File: src/rtl/siso_shift_ctrl.sv
// Sequencer for an external DEPTH-stage serial-in/serial-out shift register:
// accepts a word, clears the register, paces one bit per DIV clocks into it,
// flushes it, and reassembles the bits returning on s_out into rx_data.
// Latency: done at cycle 2+DIV*(DEPTH+WIDTH) after accept; start_ready only in IDLE.
// Option: define SISO_SHIFT_CTRL_MSB_FIRST_EN to stream MSB first (default LSB first).
module siso_shift_ctrl #(
  parameter int WIDTH = 8,
  parameter int DEPTH = 8,
  parameter int DIV   = 50000000
) (
  input  logic             clk,
  input  logic             reset,
  input  logic             start_valid,
  output logic             start_ready,
  input  logic [WIDTH-1:0] data_in,
  input  logic             sr_dout,
  output logic             sr_din,
  output logic             sr_shift_en,
  output logic             sr_clr,
  output logic             busy,
  output logic             done,
  output logic [WIDTH-1:0] rx_data
);

  localparam int KW = $clog2(DEPTH + WIDTH + 1);
  localparam int DW = $clog2(DIV + 1);

  localparam logic [DW-1:0] DIV_LAST   = DW'(DIV - 1);
  localparam logic [KW-1:0] K_FIRST_RX = KW'(DEPTH);
  localparam logic [KW-1:0] K_LAST     = KW'(DEPTH + WIDTH - 1);

  typedef enum logic [1:0] {
    IDLE  = 2'd0,
    CLEAR = 2'd1,
    SHIFT = 2'd2,
    DONE  = 2'd3
  } state_t;

  state_t           state;
  state_t           state_nxt;
  logic [DW-1:0]    div_cnt;
  logic [KW-1:0]    tick_cnt;
  logic [WIDTH-1:0] tx_q;
  logic [WIDTH-1:0] tx_shifted;
  logic [WIDTH-1:0] rx_shadow;
  logic [WIDTH-1:0] rx_shadow_nxt;
  logic             din_q;
  logic             tx_bit;
  logic             tick;

  assign tick = (state == SHIFT) && (div_cnt == DIV_LAST);

  // tx_q is consumed as a shift register, so once every data bit has gone out
  // it is all zeros and the flush ticks naturally drive 0 into the register.
`ifdef SISO_SHIFT_CTRL_MSB_FIRST_EN
  assign tx_bit        = tx_q[WIDTH-1];
  assign tx_shifted    = {tx_q[WIDTH-2:0], 1'b0};
  assign rx_shadow_nxt = {rx_shadow[WIDTH-2:0], sr_dout};
`else
  assign tx_bit        = tx_q[0];
  assign tx_shifted    = {1'b0, tx_q[WIDTH-1:1]};
  assign rx_shadow_nxt = {sr_dout, rx_shadow[WIDTH-1:1]};
`endif

  // sr_din carries the fresh bit during a tick and otherwise holds the last one sent
  assign sr_din = tick ? tx_bit : din_q;

  // State register
  always_ff @(posedge clk) begin
    if (!reset) begin
      state <= IDLE;
    end else begin
      state <= state_nxt;
    end
  end

  // Next-state and strobe outputs
  always_comb begin
    state_nxt   = state;
    start_ready = 1'b0;
    busy        = 1'b0;
    sr_clr      = 1'b0;
    sr_shift_en = 1'b0;
    done        = 1'b0;
    case (state)
      IDLE: begin
        start_ready = 1'b1;
        if (start_valid) begin
          state_nxt = CLEAR;
        end
      end
      CLEAR: begin
        sr_clr    = 1'b1;
        busy      = 1'b1;
        state_nxt = SHIFT;
      end
      SHIFT: begin
        busy = 1'b1;
        if (tick) begin
          sr_shift_en = 1'b1;
          if (tick_cnt == K_LAST) begin
            state_nxt = DONE;
          end
        end
      end
      DONE: begin
        done      = 1'b1;
        state_nxt = IDLE;
      end
      default: begin
        state_nxt = IDLE;
      end
    endcase
  end

  // Datapath: word latch, divider, tick counter, and receive reassembly.
  // sr_dout is sampled on the same edge that shifts the register, so the value
  // captured is the bit presented before that shift.
  always_ff @(posedge clk) begin
    if (!reset) begin
      div_cnt   <= '0;
      tick_cnt  <= '0;
      tx_q      <= '0;
      rx_shadow <= '0;
      rx_data   <= '0;
      din_q     <= 1'b0;
    end else begin
      case (state)
        IDLE: begin
          if (start_valid) begin
            tx_q <= data_in;
          end
        end
        CLEAR: begin
          div_cnt  <= '0;
          tick_cnt <= '0;
        end
        SHIFT: begin
          if (tick) begin
            div_cnt  <= '0;
            tick_cnt <= tick_cnt + 1'b1;
            din_q    <= tx_bit;
            tx_q     <= tx_shifted;
            if (tick_cnt >= K_FIRST_RX) begin
              rx_shadow <= rx_shadow_nxt;
              if (tick_cnt == K_LAST) begin
                rx_data <= rx_shadow_nxt;
              end
            end
          end else begin
            div_cnt <= div_cnt + 1'b1;
          end
        end
        default: begin
        end
      endcase
    end
  end

endmodule

File: config.mk
export PLATFORM = sky130hd
export DESIGN_NAME = siso_shift_ctrl
export DESIGN_NICKNAME = d
export VERILOG_FILES = /design/src/rtl/siso_shift_ctrl.sv
export SDC_FILE = /design/constraint.sdc
export NUM_CORES = 1
export LEC_CHECK = 0
export CORE_ASPECT_RATIO = 0.8
export CORE_MARGIN = 2
export CORE_UTILIZATION = 30
export CTS_CLUSTER_DIAMETER = 80
export DETAILED_ROUTE_END_ITERATION = 8
export GPL_ROUTABILITY_DRIVEN = 1
export GPL_TIMING_DRIVEN = 0
export SETUP_SLACK_MARGIN = 0.02
export SLEW_MARGIN = 25
export SYNTH_ARGS = -nofsm -noshare
export SYNTH_HDL_FRONTEND = slang
export SYNTH_SLANG_ARGS = --single-unit
export TNS_END_PERCENT = 20
File: constraint.sdc
create_clock -name clk -period 2.65 [get_ports clk]
set_input_delay 0.6625 -clock clk [delete_from_list [all_inputs] [get_ports clk]]
set_output_delay 0.6625 -clock clk [all_outputs]
set_load 0.01 [all_outputs]
==> results.txt, run 1 <==
clock buffer depth -> 2
Hold Path Class -> reg2reg
vias in the first global route -> 2491
Antenna diodes -> 0
antenna violations before repair -> 0
Slew HR -> 36.0%
final instance area -> 0.00376 mm2
R2R Path End -> div_cnt[24]$_SDFFE_PN0P_
grt ovf -> 0
Final Util -> 39.3%
CP arrival -> 1.97 ns
share of Yosys cell area claimed by the top area cell type -> 38.8%
die extent in y -> 92.6 um
Clk pin slew, worst setup/hold paths -> 0.05 ns
leak pwr -> 1.33 nW
Setup Skew -> 0.00583 ns
Overall Global Routing Usage -> 15.1%
crit-path max FO -> 6
worst-margin pin slew -> 0.957 ns
Ys Warns -> 0
die area -> 0.0106 mm2
total CTS buffers -> 9
Final ANT Viol Nets -> 0
Max Cap Violations -> 0
crit end category -> output pin
share of cells above drive strength 1 -> 16.7%
largest cells by area after synthesis -> dfxtp_1 39%, mux2i_1 6.1%, nand3_1 4.4%
cells on worst reg2reg path -> 7
crit path from -> div_cnt[18]$_SDFFE_PN0P_
Root Driver -> clkbuf_16
Crit Path Class -> reg2out
GP Congestion -> 0.858
largest area contributor in the netlist -> dfxtp_1
fin. max-slew vios -> 0
Post-Layout Cell Count -> 503
syn_area_per_cell -> 8.72 um2
final setup violation count -> 0
most common cell in the netlist -> dfxtp_1
Area after DPL -> 0.00333 mm2
most frequent cells after synthesis -> 57 x dfxtp_1, 28 x nand2_1, 26 x nand3_1
final WL -> 7.45 mm
post-layout min period -> 2.63 ns
ys flop type -> dfxtp_1
first-pass GRT wire length -> 12.5 mm
TNS Setup -> 0 ns
drt via density -> 5.32
hold_ws -> 0.455 ns
Synth-to-Final Area Change -> 28.0%
Synth Net Count -> 357
Worst VDD drop -> 464 uV
total power -> 2.89 mW
synth unique cells -> 57
residual DRC count -> 0
setup slack, reg-to-reg -> 0.17 ns
HPWL Detailed -> 5.10 mm
Syn Inst Count -> 337
H-tree levels -> 3
FF-to-FF Start -> state[1]$_SDFFE_PN0P_
GR Layer Usage met3 -> 5.17%
drt pass-1 iters -> 4
Post-synth ARST share -> 0%
met1 Use GR -> 21.2%
RSZ-0062 raised after global routing -> true
end point of the critical path -> sr_din
final worst-path cycle share -> 99.3%
nets@finish -> 399
clock sinks -> 57
pre-CTS setup slack -> -0.664 ns
Critical Path RT -> 1.99 ns
Initial Util -> 30.7%
CTS tree -> yes
Die W -> 115 um
core area -> 0.00957 mm2
Syn Std Cell Area -> 0.00294 mm2
clk_lat worst skew -> 0.32 ns
Cell Pwr Density -> 769 mW/mm2
fmax -> 380 MHz
FP Rows -> 32
worst setup margin -> 0.0191 ns
#FFs+latches synth -> 57
met2 Use GR -> 21.2%
number of port buffers -> 24
largest net degree at the start of global routing -> 11
number of I/O pins -> 26
status -> finished, final reports clean
1st-iter DRT viols -> 128
sequential cell area fraction in the yosys report -> 38.8%
Via Count -> 2675
Wirelength per Cell -> 14.8 um
Cell Count Post-Placement -> 480
Critical Path Start Type -> register
final hold violations -> 0
GRT busiest layer -> met1
number of synthesized flops with an enable pin -> 0
[per-layer routing]
metal | wire (um) | vias to the layer above
li1 | - | 1321
met5 | 0 | -
met1 | 3680 | 1250
met4 | 161 | 0
met3 | 518 | 12
met2 | 3090 | 92
[cell families after synthesis]
| group | Yosys count | synth area share, % |
|---|---|---|
| buf+inv | 32 | 4.68 |
| simple gates | 136 | 27.7 |
| xor+xnor | 11 | 3.28 |
| flops | 57 | 38.8 |
| mux | 19 | 6.51 |
| compound gates | 74 | 15.7 |
| fa+ha+maj | 8 | 3.40 |
[sequential cells by signal, indices dropped and copies added, names as in the netlist]
signal and count:
tick_cnt 5, rx_shadow 7, state 2, rx_data 8, din_q 1, tx_q 8, div_cnt 26
[critical path, stage by stage, from the launching register on]
cell and delay [ns]:
dfxtp_4 0.36, or4b_4 0.55, nor4_4 0.17, buf_4 0.17, a21boi_2 0.05, or2_4 0.23
buf_6 0.12
[worst min path at each step]
stage | endpoint | from | depth (start not counted) | slack [ns]
CTS | tx_q[5]$_SDFFE_PN0P_ | tx_q[5]$_SDFFE_PN0P_ | 2 | 0.46
global placement | tx_q[0]$_SDFFE_PN0P_ | tx_q[0]$_SDFFE_PN0P_ | 2 | 0.45
floorplan | tx_q[0]$_SDFFE_PN0P_ | tx_q[0]$_SDFFE_PN0P_ | 2 | 0.43
finish | rx_shadow[1]$_SDFFE_PN0P_ | rx_shadow[1]$_SDFFE_PN0P_ | 2 | 0.46
detailed placement | rx_shadow[1]$_SDFFE_PN0P_ | rx_shadow[1]$_SDFFE_PN0P_ | 2 | 0.45
global route | rx_shadow[1]$_SDFFE_PN0P_ | rx_shadow[1]$_SDFFE_PN0P_ | 2 | 0.48
[area by class of cell]
cell class                      instances  area, um2
Tap cell                              119        149
Clock buffer                           12        256
Inverter                                9       33.8
Fill cell                             932       5810
Buffer                                 22        110
Timing Repair Buffer                   32        297
Multi-Input combinational cell        248       1680
Sequential cell                        57       1160
Clock inverter                          4       75.1
[placed cells by master, fill, tap and decap left out, types with 4 or more instances in the layout]
cell type / Yosys / layout
xor2_1: 7 / 7
and3_1: 4 / 4
a31oi_1: 4 / 4
nor2_1: 17 / 17
xnor2_1: 4 / 4
nand4_1: 9 / 9
clkbuf_1: 14 / 14
o211ai_1: 10 / 10
or2_2: 8 / 7
buf_2: 4 / 5
o31ai_1: 8 / 8
or4_1: 9 / 9
mux2i_1: 18 / 18
o21ai_0: 17 / 17
nand3_1: 26 / 26
clkbuf_16: 0 / 9
inv_1: 9 / 9
dfxtp_1: 57 / 48
a21oi_1: 24 / 24
nand2_1: 28 / 28
buf_4: 1 / 9
clkdlybuf4s50_1: 0 / 22
or3_1: 4 / 4
ha_1: 8 / 6
dfxtp_2: 0 / 6
[power by group]
| group | switching (mW) | internal, mW | leakage, nW | total, mW |
|---|---|---|---|---|
| sequential | 0.0398 | 0.919 | 0.466 | 0.959 |
| clock | 0.403 | 0.874 | 0.155 | 1.28 |
| combinational | 0.389 | 0.268 | 0.712 | 0.656 |
[repair_timing]
action | CTS | global route
endpoints found under the hold margin | 0 | 0
hold buffers | 0 | 0
pin swaps | 7 | 2
endpoints found under the setup margin | 2 | 2
buffers inserted | 8 | 0
gates resized for setup | 24 | 7
Note: power is estimated with default switching activity, not from simulation.
==> inputs of run 2 (changes only) <==
- CORE_ASPECT_RATIO: 0.8 -> 1.5
- CORE_UTILIZATION: 30 -> 50
- PLACE_DENSITY: not set -> 0.71
==> run 2 against run 1 <==
The flow now finishes with violations (negative setup slack). Worst hold slack worse by 0.0045 ns. Die area is 39% lower. Sequential share of layout area is 1.2 points higher. Via count is 1.0% lower. Worst setup slack worse by 0.025 ns. Register-to-register slack better by 0.06 ns. Critical path type unchanged.
==> results.txt, run 2 (synthesis gave the netlist of run 1 again) <==
status -> finished, violations left (was finished, final reports clean)
failing checks -> negative setup slack
worst-margin pin slew -> 1.01 ns (was 0.957 ns)
FF-to-FF Start -> state[0]$_SDFFE_PN0P_ (was state[1]$_SDFFE_PN0P_)
most frequent cells in the layout -> 49 x dfxtp_1, 28 x nand2_1, 26 x nand3_1, 24 x a21oi_1, 22 x clkdlybuf4s50_1 (was 48 x dfxtp_1, 28 x nand2_1, 26 x nand3_1, 24 x a21oi_1, 22 x clkdlybuf4s50_1)
Critical Path RT -> 1.99 ns (about the same)
crit end category -> output pin (unchanged)
area of the multi-input gates -> 0.00170 mm2 (was 0.00168 mm2)
CP arrival -> 1.99 ns (was 1.97 ns)
final setup violation count -> 1 (was 0)
CTS tree -> yes (unchanged)
clk_lat worst skew -> 0.34 ns (was 0.32 ns)
Internal Power -> 1.79 mW (was 2.06 mW)
Cell Pwr Density -> 709 mW/mm2 (was 769 mW/mm2)
clock share of power -> 36.8% (was 44.2%)
Root Driver -> clkbuf_8 (was clkbuf_16)
P_sw -> 0.769 mW (was 0.832 mW)
Slew HR -> 32.5% (was 36.0%)
die extent in y -> 97.9 um (was 92.6 um)
Overall Global Routing Usage -> 24.2% (was 15.1%)
Seq. cell area -> 0.00116 mm2 (about the same)
Critical Path Start Type -> register (unchanged)
total CTS buffers -> 9 (unchanged)
Synth-to-Final Area Change -> 22.9% (was 28.0%)
Wirelength per Cell -> 15.8 um (was 14.8 um)
first-pass GRT wire length -> 12.2 mm (was 12.5 mm)
H-tree levels -> 3 (unchanged)
pre-CTS setup slack -> -0.647 ns (was -0.664 ns)
antenna violations before repair -> 0 (unchanged)
FP Rows -> 34 (was 32)
Max Cap Violations -> 0 (unchanged)
fmax -> 377 MHz (was 380 MHz)
1st-iter DRT viols -> 150 (was 128)
number of port buffers -> 24 (unchanged)
RSZ-0062 raised after global routing -> true (unchanged)
fin. max-slew vios -> 0 (unchanged)
TNS Setup -> -0.00594 ns (was 0 ns)
HPWL Detailed -> 4.82 mm (was 5.10 mm)
residual DRC count -> 0 (unchanged)
Layout fillers -> 514 (was 932)
Via Count -> 2647 (was 2675)
die area -> 0.00652 mm2 (was 0.0106 mm2)
drt pass-1 iters -> 4 (unchanged)
share of cells above drive strength 1 -> 16.2% (was 16.7%)
clock sinks -> 57 (unchanged)
crit path from -> div_cnt[16]$_SDFFE_PN0P_ (was div_cnt[18]$_SDFFE_PN0P_)
final WL -> 7.17 mm (was 7.45 mm)
logic gate share of total power -> 25.5% (was 22.7%)
grt ovf -> 0 (unchanged)
Setup Skew -> 0.0123 ns (was 0.00583 ns)
register share of total power -> 37.7% (was 33.2%)
largest registers -> div_cnt x26, rx_data x8, tx_q x8 (unchanged)
vias in the first global route -> 2624 (was 2491)
commonest non-fill, non-tap cell in the layout -> dfxtp_1 (unchanged)
number of I/O pins -> 26 (unchanged)
Clk pin slew, worst setup/hold paths -> 0.07 ns (was 0.05 ns)
worst setup margin -> -0.00594 ns (was 0.0191 ns)
CP max stage delay -> 0.56 ns (was 0.55 ns)
Crit Path Class -> reg2out (unchanged)
Final ANT Viol Nets -> 0 (unchanged)
clock buffer depth -> 2 (unchanged)
CP max stage cell -> or4b_4 (unchanged)
post-layout min period -> 2.66 ns (was 2.63 ns)
Die W -> 66.6 um (was 115 um)
cts hold-fix bufs -> 0 (unchanged)
Initial Util -> 51.2% (was 30.7%)
nets@finish -> 399 (unchanged)
Antenna diodes -> 0 (unchanged)
cell chain of the critical path -> or4b_4, nor4_4, a21boi_1, or2_2, buf_2 (was or4b_4, nor4_4, buf_4, a21boi_2, or2_4, buf_6)
Worst Hold Launch -> rx_shadow[1]$_SDFFE_PN0P_ (unchanged)
setup slack, reg-to-reg -> 0.23 ns (was 0.17 ns)
core area -> 0.00574 mm2 (was 0.00957 mm2)
Worst VDD drop -> 393 uV (was 464 uV)
GP Congestion -> 0.846 (was 0.858)
final worst-path cycle share -> 100% (was 99.3%)
crit-path max FO -> 3 (was 6)
max reg flops -> 26 (unchanged)
final hold violations -> 0 (unchanged)
largest register by flop count -> div_cnt (unchanged)
switching share of power -> 30.0% (was 28.8%)
drt via density -> 5.82 (was 5.32)
largest net degree at the start of global routing -> 11 (unchanged)
Hold Path Class -> reg2reg (unchanged)
leak pwr -> 1.29 nW (was 1.33 nW)
==> run 2: final timing paths <==
kind / to / cells past startpoint
setup / recovery: sr_din / 5
setup reg to reg: div_cnt[24]$_SDFFE_PN0P_ / 7
hold / removal: rx_data[0]$_SDFFE_PN0P_ / 2
hold reg to reg: rx_data[0]$_SDFFE_PN0P_ / 2
==> run 2: metal layers <==
layer	track usage, %	vias to the layer above	share of wire, %
met5	0	-	0
met4	12.7	0	3.1
met3	4.26	16	2.5
met2	41.6	44	53
met1	27.7	1273	41
li1	-	1314	-
==> run 2: cell type report <==
cell class | instances | share of cell area [%]
clock buffer | 13 | 4.68
tap | 72 | 2.49
multi-input combinational | 248 | 47.1
buffer | 22 | 2.91
sequential | 57 | 32.1
timing repair buffer | 32 | 8.14
clock inverter | 2 | 1.66
inverter | 9 | 0.935
==> run 2: worst max-delay path, delay by kind of cell, from the launching register on <==
| kind | cells | cell delay [ns] |
|---|---|---|
| AOI/OAI and AO/OA | 1 | 0.12 |
| DFF | 1 | 0.34 |
| and+or+nand+nor | 3 | 1.05 |
| buffers and inverters | 1 | 0.14 |
==> run 2: timing repair <==
| action | 4_1_cts | 5_1_grt |
|---|---|---|
| pin swaps | 5 | 1 |
| resized for setup | 23 | 6 |
| buffers inserted | 8 | 0 |
| endpoints found under the setup margin | 2 | 2 |
| endpoints found under the hold margin | 0 | 0 |
==> run 2: power groups by stage <==
stage                     logic, mW  clock network (mW)  registers (mW)
after floorplan               0.444                   0           0.969
after global placement        0.640                   0           0.977
after detailed placement      0.643                   0           0.979
after CTS                     0.651               0.950           0.964
after global routing          0.716               0.996           0.975
final                         0.654               0.941           0.965
==> run 2: stage by stage <==
step | instances | util (%) | area (um2) | power (mW) | hold slack (ns)
finish | 455 | 62.9 | 3610 | 2.56 | 0.451
global route | 455 | 62.9 | 3610 | 2.69 | 0.489
CTS | 455 | 62.7 | 3600 | 2.57 | 0.458
detailed placement | 433 | 56.9 | 3270 | 1.62 | 0.448
global placement | 433 | 56.9 | 3270 | 1.62 | 0.447
floorplan | 337 | - | 2940 | 1.41 | 0.434
==> inputs of run 3 (changes only) <==
- CTS_BUF_LIST: not set -> sky130_fd_sc_hd__clkbuf_16
==> run 3 against run 2 <==
Power increased by 10%. Critical endpoint unchanged. The flow now finishes without violations. Clock power is 24% higher. Global-route usage up 0.68 points. Fmax increased by 1.7%. Critical path type unchanged.
==> results.txt, run 3 (synthesis gave the netlist of run 1 again) <==
clk_lat worst skew -> 0.32 ns (was 0.34 ns)
FF-to-FF Start -> state[0]$_SDFFE_PN0P_ (unchanged)
grt ovf -> 0 (unchanged)
FP Rows -> 34 (unchanged)
crit end category -> output pin (unchanged)
Final ANT Viol Nets -> 0 (unchanged)
CTS tree -> yes (unchanged)
Crit Path Class -> reg2out (unchanged)
register share of total power -> 34.3% (was 37.7%)
Die W -> 66.6 um (unchanged)
logic gate share of total power -> 24.1% (was 25.5%)
HPWL Detailed -> 4.82 mm (unchanged)
commonest non-fill, non-tap cell in the layout -> dfxtp_1 (unchanged)
share of cells above drive strength 1 -> 17.3% (was 16.2%)
Internal Power -> 2.01 mW (was 1.79 mW)
nets@finish -> 408 (was 399)
Cell Pwr Density -> 750 mW/mm2 (was 709 mW/mm2)
clock buffer depth -> 2 (unchanged)
fin. max-slew vios -> 0 (unchanged)
Wirelength per Cell -> 16.2 um (was 15.8 um)
setup slack, reg-to-reg -> 0.22 ns (was 0.23 ns)
Worst Hold Launch -> tx_q[0]$_SDFFE_PN0P_ (was rx_shadow[1]$_SDFFE_PN0P_)
clock sinks -> 57 (unchanged)
final instance area -> 0.00376 mm2 (was 0.00361 mm2)
Overall Global Routing Usage -> 24.9% (was 24.2%)
RSZ-0062 raised after global routing -> true (unchanged)
switching share of power -> 28.8% (was 30.0%)
Layout fillers -> 486 (was 514)
Via Count -> 2738 (was 2647)
Hold Path Depth -> 2 (unchanged)
number of port buffers -> 24 (unchanged)
post-layout min period -> 2.61 ns (was 2.66 ns)
number of I/O pins -> 26 (unchanged)
final hold violations -> 0 (unchanged)
Antenna diodes -> 0 (unchanged)
final WL -> 7.50 mm (was 7.17 mm)
final worst-path cycle share -> 98.5% (was 100%)
total CTS buffers -> 9 (unchanged)
Slew HR -> 33.5% (was 32.5%)
clock share of power -> 41.6% (was 36.8%)
most frequent cells in the layout -> 50 x dfxtp_1, 28 x nand2_1, 26 x nand3_1, 24 x a21oi_1, 22 x clkdlybuf4s50_1 (was 49 x dfxtp_1, 28 x nand2_1, 26 x nand3_1, 24 x a21oi_1, 22 x clkdlybuf4s50_1)
H-tree levels -> 3 (unchanged)
leak pwr -> 1.38 nW (was 1.29 nW)
fmax -> 383 MHz (was 377 MHz)
residual DRC count -> 0 (unchanged)
Max Cap Violations -> 0 (unchanged)
largest register by flop count -> div_cnt (unchanged)
drt via density -> 5.90 (was 5.82)
Min-Delay Endpoint -> tx_q[0]$_SDFFE_PN0P_ (was rx_data[0]$_SDFFE_PN0P_)
Critical Path Start Type -> register (unchanged)
CP max stage cell -> or4b_4 (unchanged)
drt pass-1 iters -> 4 (unchanged)
crit-path max FO -> 3 (unchanged)
worst-margin pin slew -> 0.993 ns (was 1.01 ns)
GP Congestion -> 0.846 (unchanged)
CP arrival -> 1.95 ns (was 1.99 ns)
first-pass GRT wire length -> 12.6 mm (was 12.2 mm)
Worst VDD drop -> 383 uV (was 393 uV)
cells on worst reg2reg path -> 7 (unchanged)
antenna violations before repair -> 0 (unchanged)
cts hold-fix bufs -> 0 (unchanged)
Setup Skew -> 0.00669 ns (was 0.0123 ns)
max reg flops -> 26 (unchanged)
P_sw -> 0.812 mW (was 0.769 mW)
Area after DPL -> 0.00327 mm2 (unchanged)
largest registers -> div_cnt x26, rx_data x8, tx_q x8 (unchanged)
1st-iter DRT viols -> 114 (was 150)
Synth-to-Final Area Change -> 27.9% (was 22.9%)
worst setup margin -> 0.0387 ns (was -0.00594 ns)
Critical Path RT -> 1.99 ns (about the same)
Root Driver -> clkbuf_16 (was clkbuf_8)
Initial Util -> 51.2% (unchanged)
vias in the first global route -> 2651 (was 2624)
largest net degree at the start of global routing -> 11 (unchanged)
CP max stage delay -> 0.56 ns (about the same)
pre-CTS setup slack -> -0.647 ns (unchanged)
die area -> 0.00652 mm2 (unchanged)
Clk pin slew, worst setup/hold paths -> 0.05 ns (was 0.07 ns)
die extent in y -> 97.9 um (unchanged)
Hold Path Class -> reg2reg (unchanged)
total power -> 2.82 mW (was 2.56 mW)
status -> finished, final reports clean (was finished, violations left)
R2R Path End -> div_cnt[24]$_SDFFE_PN0P_ (unchanged)
cell chain of the critical path -> or4b_4, nor4_4, buf_4, a21boi_2, or2_4, buf_6 (was or4b_4, nor4_4, a21boi_1, or2_2, buf_2)
core area -> 0.00574 mm2 (unchanged)
final setup violation count -> 0 (was 1)
==> run 3: cell types whose count changed in the layout (fill, tap and decap cells not counted), sizes merged <==
| cell | delta |
|---|---|
| inv | +1 |
| clkinv | +3 |
| clkbuf | -5 |
| buf | +10 |
==> run 3: area by class of cell <==
type / instances / area (um2) / share of cell area, %
clock inverter: 6 / 75.1 / 2.00
sequential: 57 / 1150 / 30.7
clock buffer: 9 / 225 / 5.99
buffer: 22 / 109 / 2.90
tap: 72 / 90.1 / 2.40
multi-input combinational: 248 / 1710 / 45.4
timing repair buffer: 41 / 364 / 9.68
inverter: 9 / 33.8 / 0.899
==> run 3: critical path: cells and delay by family (launching register included) <==
family / cells / cell delay (ns)
and+or+nand+nor: 3 / 0.97
AOI/OAI and AO/OA: 1 / 0.06
DFF: 1 / 0.33
buffers and inverters: 2 / 0.28
==> run 3: worst max path at each step <==
| stage | startpoint | end | cells past startpoint |
|---|---|---|---|
| 6_report | div_cnt[16]$_SDFFE_PN0P_ | sr_din | 6 |
| 5_1_grt | div_cnt[16]$_SDFFE_PN0P_ | sr_din | 6 |
| 4_1_cts | div_cnt[16]$_SDFFE_PN0P_ | sr_din | 6 |
| 3_5_place_dp | div_cnt[13]$_SDFFE_PN0P_ | sr_shift_en | 5 |
| 3_3_place_gp | div_cnt[13]$_SDFFE_PN0P_ | sr_shift_en | 5 |
| 2_1_floorplan | div_cnt[10]$_SDFFE_PN0P_ | sr_din | 5 |
==> run 3: power by group through the flow <==
stage                     logic (mW)  registers (mW)  clock network, mW
after floorplan                0.444           0.969                  0
after global placement         0.640           0.977                  0
after detailed placement       0.643           0.979                  0
after CTS                      0.663           0.964               1.18
after global routing           0.736           0.974               1.23
final                          0.680           0.966               1.17
==> run 3: per-stage QoR <==
step	instances	setup TNS [ns]	utilization (%)	hold WS [ns]
after floorplan	337	0	-	0.434
after global placement	433	-1.21	56.9	0.447
after detailed placement	433	-1.27	56.9	0.448
after CTS	462	0	65.1	0.464
after global routing	464	-0.0317	65.5	0.486
final	464	0	65.5	0.463
==> run 3: repair_timing <==
item                       4_1_cts  5_1_grt
setup endpoints to repair        2        2
hold endpoints to repair         0        0
pin swaps                        5        1
cloned                           0        0
buffers inserted                15        2
resized for setup               26        3
==> run 3: metal layers <==
layer	GRT usage, %	vias to the layer above	share of wire, %	routed length [um]
met5	0	-	0	0
met3	4.95	19	3.5	266
met2	42.9	72	53	3960
met1	28.3	1298	40	3020
li1	-	1349	-	-
met4	12.6	0	3.4	252
